==> config.mk <==
export PLATFORM = sky130hd
export DESIGN_NAME = booth_multiplier
export DESIGN_NICKNAME = d
export VERILOG_FILES = /design/src/rtl/booth_pkg.sv /design/src/rtl/booth_multiplier_step.sv /design/src/rtl/booth_multiplier.sv
export SDC_FILE = /design/constraint.sdc
export NUM_CORES = 1
export LEC_CHECK = 0
export CORE_MARGIN = 4
export CORE_UTILIZATION = 36
export DETAILED_ROUTE_END_ITERATION = 8
export HOLD_SLACK_MARGIN = 0.1
export SETUP_SLACK_MARGIN = 0.5
export SYNTH_ARGS = -nofsm -noshare
export SYNTH_HDL_FRONTEND = slang
export SYNTH_HIERARCHICAL = 1
export SYNTH_SLANG_ARGS = --single-unit
==> constraint.sdc <==
create_clock -name clk -period 3.8 [get_ports clk]
set_clock_uncertainty 0.05 [all_clocks]
set_input_delay 0.76 -clock clk [delete_from_list [all_inputs] [get_ports clk]]
set_output_delay 0.76 -clock clk [all_outputs]
set_load 0.01 [all_outputs]
==> src/rtl/booth_pkg.sv <==
// Shared types and constants for the radix-2 Booth multiplier.
package booth_pkg;

  typedef enum logic [1:0] {
    LOAD,
    CALC,
    DONE
  } state_t;

  localparam int BOOTH_WIDTH = 4;

  // Wide enough to count WIDTH iterations for any WIDTH >= 1.
  function automatic int cnt_width(input int width);
    return $clog2(width) + 1;
  endfunction

endpackage

==> src/rtl/booth_multiplier_step.sv <==
// One combinational radix-2 Booth iteration: conditional add/subtract of M,
// then arithmetic right shift of {A, Q, q_1}.
module booth_step #(
  parameter int WIDTH = 4
) (
  input  logic [WIDTH:0]   acc,
  input  logic [WIDTH-1:0] q,
  input  logic             q_1,
  input  logic [WIDTH:0]   m,
  output logic [WIDTH:0]   acc_nxt,
  output logic [WIDTH-1:0] q_nxt,
  output logic             q_1_nxt
);

  logic [WIDTH:0] sum;

  always_comb begin
    sum = acc;
    case ({q[0], q_1})
      2'b01:   sum = acc + m;
      2'b10:   sum = acc - m;
      default: sum = acc;
    endcase
  end

  assign acc_nxt = {sum[WIDTH], sum[WIDTH:1]};
  assign q_nxt   = {sum[0], q[WIDTH-1:1]};
  assign q_1_nxt = q[0];

endmodule

==> src/rtl/booth_multiplier.sv <==
// Free-running iterative Booth multiplier: LOAD, WIDTH CALC steps, DONE.
// A new signed product appears every WIDTH+2 cycles with a one-cycle strobe.
module booth_multiplier
  import booth_pkg::*;
#(
  parameter int WIDTH = BOOTH_WIDTH
) (
  input  logic                 clk,
  input  logic                 rst,
  input  logic [WIDTH-1:0]     mult_a,
  input  logic [WIDTH-1:0]     mult_b,
  output logic [2*WIDTH-1:0]   mult_y,
  output logic                 booth_done
);

  localparam int CW = cnt_width(WIDTH);
  localparam logic [CW-1:0] LAST = CW'(WIDTH - 1);

  state_t           state, state_nxt;
  logic [WIDTH:0]   acc, m;
  logic [WIDTH-1:0] q;
  logic             q_1;
  logic [CW-1:0]    cnt;
  logic             last_step;

  logic [WIDTH:0]   acc_nxt;
  logic [WIDTH-1:0] q_nxt;
  logic             q_1_nxt;

  booth_step #(.WIDTH(WIDTH)) u_step (
    .acc     (acc),
    .q       (q),
    .q_1     (q_1),
    .m       (m),
    .acc_nxt (acc_nxt),
    .q_nxt   (q_nxt),
    .q_1_nxt (q_1_nxt)
  );

  assign last_step = (state == CALC) && (cnt == LAST);

  always_ff @(posedge clk) begin
    if (rst) state <= LOAD;
    else     state <= state_nxt;
  end

  always_comb begin
    state_nxt = state;
    case (state)
      LOAD:    state_nxt = CALC;
      CALC:    if (cnt == LAST) state_nxt = DONE;
      DONE:    state_nxt = LOAD;
      default: state_nxt = LOAD;
    endcase
  end

  // Result is registered on the final step so it is visible throughout DONE.
  always_ff @(posedge clk) begin
    if (rst) begin
      acc        <= '0;
      m          <= '0;
      q          <= '0;
      q_1        <= 1'b0;
      cnt        <= '0;
      mult_y     <= '0;
      booth_done <= 1'b0;
    end else begin
      booth_done <= 1'b0;
      case (state)
        LOAD: begin
          m   <= {mult_a[WIDTH-1], mult_a};
          q   <= mult_b;
          acc <= '0;
          q_1 <= 1'b0;
          cnt <= '0;
        end
        CALC: begin
          acc <= acc_nxt;
          q   <= q_nxt;
          q_1 <= q_1_nxt;
          cnt <= cnt + CW'(1);
          if (last_step) begin
            mult_y     <= {acc_nxt[WIDTH-1:0], q_nxt};
            booth_done <= 1'b1;
          end
        end
        default: ;
      endcase
    end
  end

endmodule

==> metrics, run 1 <==
CTS tree built; first-pass GRT wire length 4930 um; CTS Hold Buffers Added 0; max-cap viol count 0; # IOs 19; detail-routed via count per cell 4.90; commonest non-fill, non-tap cell in the layout dfxtp_1; Hold Startpoint q_1; CTS root buf clkbuf_8; Relative slew margins 29.0%; worst hold path depth 2; Top delay family on crit path adder cells; die area 0.00537 mm2; Worst Reg-to-Reg Cells 10; Avg WL per Cell 12.1 um; H-Tree Depth 1; Hold Fails Final Rpt 0; critical path data arrival time 2.85 ns; largest net degree at the start of global routing 37; post-synth net total 188; status finished, final reports clean; pins over their slew limit 0; Die X 73.3 um; Worst path depth 10; storage element area 561 um2; Final #Nets 195; r2r startpoint q[0]; hold slack 0.409 ns; Pwr Density 373 mW/mm2; maximum vdd drop 272 uV; Clock Tree Buf Depth 2; area grow syn2layout 13.7%; drt first pass iters 4; Buf/Inv on CP 0; fillers 408; die height 73.3 um; Total Routing Usage GR 11.9%; sw power 155 uW; CP required 3.94 ns; layout cells sized above 1 5.14%; Reg power frac 48.4%; Final Cell Area 0.00174 mm2; fin crit period 2.71 ns; final worst-path cycle share 71.2%; reg-to-reg slack, setup 1.09 ns; post-cts resize count 0; syn avg cell area 9.07 um2; starting density of the core 37.8%; Worst-Skew Late Latency 0.28 ns; core area 0.00406 mm2; Logic pwr share 14.8%; Synth Cell Area 0.00153 mm2; DRC viols 0; Crit Path Max Fanout 4; antenna cells 0; num rows 23; vias in the first global route 1137; unrepaired setup endpoints after global routing no; leakage 0.000615 uW; drt total wl 2730 um; GR Overflow Total 0; initial DRC count 30; GP Congestion 0.849; crit path capture type flip-flop; dpl cell area 0.00167 mm2; post-CTS setup buffers 0; via count 1103; initial antenna violation count 0; highest clock rate 0.370 GHz; synthesized flop and latch total 28; post-synthesis sequential area ratio 36.6%; Antenna Violating Nets Remaining 0; most frequent cells in the layout 28 x dfxtp_1, 18 x clkdlybuf4s50_1, 16 x nand2b_1; final setup violation count 0; CP startpoint kind flip-flop; Worst R2R End acc[3]; Setup TNS 0 ns; clock share of power 36.8%; worst slew pin tran 1.06 ns; Tot Pwr 651 uW; area occupied by multi-input gates 831 um2; Worst path slowest cell fa_1; clock-pin slew on the worst setup and hold paths 0.10 ns; worst path cell trace ha_1 -> mux2_2 -> fa_1 -> nor2b_1 -> o21ai_0 -> nor3b_1 -> mux2_4 -> xor2_2 -> nand3b_1 -> a21oi_1; synth warn 6; Crit path largest cell delay 0.44 ns; internal power 496 uW; Post-DP HPWL 1910 um; Worst Hold Path EP q_1; CTS buffer count 3; count of cell types in the netlist 30; Syn Inst Count 169; Num Clock Sinks 28; worst hold path type flip-flop to flip-flop; I/O Buffers 18; switching share of power 23.8%; crit path kind flip-flop to flip-flop
## worst reg2reg max path, cell delays in order, from the launching register on
cell and delay (ns):
dfxtp_1 0.37, ha_1 0.25, mux2_2 0.39, fa_1 0.44, nor2b_1 0.13, o21ai_0 0.10, nor3b_1 0.15, mux2_4 0.29
xor2_2 0.17, nand3b_1 0.09, a21oi_1 0.18
## flip-flops by register name, summed over array words and instances (netlist names)
signal,count
m,4
mult_y,8
state,2
acc,5
booth_done,1
q_1,1
cnt,3
q,4
## worst max path at each step
stage	end	startpoint
final	acc[3]	q[0]
after global routing	acc[3]	q[0]
after CTS	acc[3]	q[0]
after detailed placement	acc[3]	q[0]
after global placement	acc[4]	m[0]
after floorplan	acc[4]	m[0]
## logic make-up after synthesis
| logic type | count (synthesis) | share of synthesized area [%] |
|---|---|---|
| xor gates and xnor gates | 6 | 3.92 |
| adders and majority gates | 9 | 7.84 |
| and+or+nand+nor | 55 | 21.6 |
| buffers and inverters | 26 | 9.22 |
| AOI/OAI and AO/OA | 31 | 11.3 |
| DFF | 28 | 36.6 |
| muxes | 14 | 9.55 |
## metrics by stage
stage | worst slack [ns] | instances | util (%)
after CTS | 1.08 | 225 | 43.0
after global routing | 0.845 | 225 | 43.0
final | 1.09 | 225 | 43.0
after global placement | 1.25 | 221 | 41.2
after floorplan | 1.28 | 169 | -
after detailed placement | 1.11 | 221 | 41.2
## cell type report
type                       instances  area share (%)
clock buffer                       3            2.37
tap                               50            3.59
sequential                        28            32.2
clock inverter                     1            1.72
timing repair buffer              18            10.3
multi-input combinational        115            47.7
inverter                          10            2.15
## cells in the mapped netlist, drive strengths merged
library cell	n	share of area (%)
a21o	1	0.49
nand2	13	3.2
o21ai	9	2.9
nand2b	16	6.5
fa	1	1.3
nor3b	1	0.49
a21oi	16	5.5
buf	14	6.3
and3b	1	0.57
dfxtp	28	37
mux2i	12	7.8
ha	8	6.5
nor2	3	0.73
xor2	4	2.8
clkbuf	2	0.49
a211oi	5	2.4
nand3b	7	3.4
nor2b	7	2.9
inv	10	2.4
xnor2	2	1.1
nor3	1	0.33
mux2	2	1.7
or3b	6	3.4
## power groups by stage
stage	clock network, uW	logic [uW]	registers, uW
3_3_place_gp	0	93.3	322
2_1_floorplan	0	86.0	316
4_1_cts	246	97.6	315
6_report	239	96.3	315
5_1_grt	261	109	318
3_5_place_dp	0	96.4	322
## metal layers
metal	up-vias	track usage [%]	part of all wire, %
met5	-	0	0
met4	0	6.97	2.3
met3	5	3.56	3.7
met2	18	20.4	50
met1	508	12.8	44
li1	572	-	-
Note: power is estimated with default switching activity, not from simulation.
==> run 2: changes to the inputs <==
==> constraint.sdc (replaced) <==
create_clock -name clk -period 2.2 [get_ports clk]
set_clock_uncertainty 0.05 [all_clocks]
set_input_delay 0.44 -clock clk [delete_from_list [all_inputs] [get_ports clk]]
set_output_delay 0.44 -clock clk [all_outputs]
set_load 0.01 [all_outputs]
==> metrics, run 2 (synthesis results as in run 1) <==
Avg WL per Cell 12.6 um (was 12.1 um); DRC viols 0 (unchanged); Final WS setup -0.177 ns (was 1.09 ns); vias in the first global route 1197 (was 1137); core area 0.00406 mm2 (unchanged); die area 0.00537 mm2 (unchanged); Die X 73.3 um (unchanged); commonest non-fill, non-tap cell in the layout dfxtp_1 (unchanged); Final Util 47.1% (was 43.0%); detail-routed via count per cell 4.87 (was 4.90); area grow syn2layout 24.7% (was 13.7%); CTS tree built (unchanged); crit path kind flip-flop to flip-flop (unchanged); Buf/Inv on CP 1 (was 0); drt total wl 2970 um (was 2730 um); CTS root buf clkbuf_8 (unchanged); dpl cell area 0.00177 mm2 (was 0.00167 mm2); fin crit period 2.38 ns (was 2.71 ns); antenna cells 0 (unchanged); via count 1150 (was 1103); Relative slew margins 69.2% (was 29.0%); drt first pass iters 4 (unchanged); highest clock rate 0.421 GHz (was 0.370 GHz); Final Cell Area 0.00191 mm2 (was 0.00174 mm2); Worst path most repeated cell mux2_4; Top Registers mult_y x8, acc x5 (unchanged); crit path capture type flip-flop (unchanged); Post-DP HPWL 2050 um (was 1910 um); largest net degree at the start of global routing 37 (unchanged); Worst-Skew Late Latency 0.28 ns (about the same); largest register by flop count mult_y (unchanged); Top delay family on crit path adder cells (unchanged); H-Tree Depth 1 (unchanged); num rows 23 (unchanged); Antenna Violating Nets Remaining 0 (unchanged); GP Congestion 0.887 (was 0.849); failing checks setup timing; clock-pin slew on the worst setup and hold paths 0.10 ns (about the same); layout cells sized above 1 18.3% (was 5.14%); most frequent cells in the layout 25 x dfxtp_1, 17 x clkdlybuf4s50_1, 16 x nand2b_1 (was 28 x dfxtp_1, 18 x clkdlybuf4s50_1, 16 x nand2b_1); CTS Hold Buffers Added 0 (unchanged); GR Overflow Total 0 (unchanged); Crit Path Max Fanout 3 (was 4); final worst-path cycle share 108% (was 71.2%); # IOs 19 (unchanged); hold slack 0.407 ns (was 0.409 ns); critical path data arrival time 2.55 ns (was 2.85 ns); Worst path slowest cell fa_2 (was fa_1); die height 73.3 um (unchanged); starting density of the core 37.8% (unchanged); initial antenna violation count 0 (unchanged); CP required 2.38 ns (was 3.94 ns); Largest register FFs 8 (unchanged); Clock Tree Buf Depth 2 (unchanged); I/O Buffers 18 (unchanged); Final #Nets 206 (was 195); worst path cell trace inv_2 -> ha_4 -> mux2_4 -> fa_2 -> nor2b_1 -> o21ai_1 -> nor3b_2 -> mux2_4 -> xor2_4 -> nand3b_1 -> a21oi_2 (was ha_1 -> mux2_2 -> fa_1 -> nor2b_1 -> o21ai_0 -> nor3b_1 -> mux2_4 -> xor2_2 -> nand3b_1 -> a21oi_1); Pwr Density 616 mW/mm2 (was 373 mW/mm2); unrepaired setup endpoints after global routing yes (was no); Setup TNS -0.490 ns (was 0 ns); Num Clock Sinks 28 (unchanged); Crit path largest cell delay 0.36 ns (was 0.44 ns); first-pass GRT wire length 5280 um (was 4930 um); max-cap viol count 0 (unchanged); CTS buffer count 3 (unchanged); fillers 392 (was 408); Total Routing Usage GR 12.6% (was 11.9%); worst hold path type flip-flop to flip-flop (unchanged); leakage 0.000703 uW (was 0.000615 uW); maximum vdd drop 285 uV (was 272 uV); initial DRC count 48 (was 30); status finished with violations (was finished, final reports clean); final setup violation count 3 (was 0); pins over their slew limit 0 (unchanged); worst slew pin tran 0.461 ns (was 1.06 ns); CP startpoint kind flip-flop (unchanged); Hold Fails Final Rpt 0 (unchanged)
## run 2: repair_timing
action,4_1_cts,5_1_grt
pin swaps,3,9
resized for setup,5,8
setup buffers,0,1
setup endpoints to repair,9,14
## run 2: layout make-up
cell class | count | area, um2 | area share, %
Multi-Input combinational cell | 115 | 895 | 46.8
Sequential cell | 28 | 564 | 29.5
Timing Repair Buffer | 29 | 282 | 14.7
Tap cell | 50 | 62.6 | 3.27
Clock buffer | 3 | 41.3 | 2.16
Inverter | 10 | 37.5 | 1.96
Clock inverter | 1 | 30.0 | 1.57
## run 2: metal layers
layer  vias to the layer above  part of all wire (%)  global-route usage [%]
met3                         5                   3.0                    3.83
met5                         -                     0                       0
li1                        591                     -                       -
met4                         0                   1.5                    5.33
met1                       545                    44                    13.5
met2                         9                    51                    22.8
## run 2: metrics by stage
step	power [uW]	cells	setup WS (ns)
after floorplan	702	169	-0.188
after global placement	746	231	-0.104
after detailed placement	752	231	-0.186
after CTS	1180	235	-0.166
after global routing	1250	236	-0.327
final	1180	236	-0.177
## run 2: worst paths after layout
check,from,slack (ns),endpoint,cells past startpoint
setup reg to reg,m[0],-0.18,acc[3],11
setup / recovery,m[0],-0.18,acc[3],11
hold / removal,q_1,0.41,q_1,2
hold reg to reg,q_1,0.41,q_1,2
## run 2: power breakdown
| group | internal (uW) | switching (uW) |
|---|---|---|
| sequential | 524 | 17.3 |
| clock | 244 | 168 |
| combinational | 126 | 97.3 |
| total | 894 | 283 |
## run 2: tightest hold or removal path, delay by kind of cell (launching register included)
family	cells	cell delay, ns
AND/OR/NAND/NOR	1	0.05
flip-flops	1	0.33
AO/OA/AOI/OAI	1	0.05
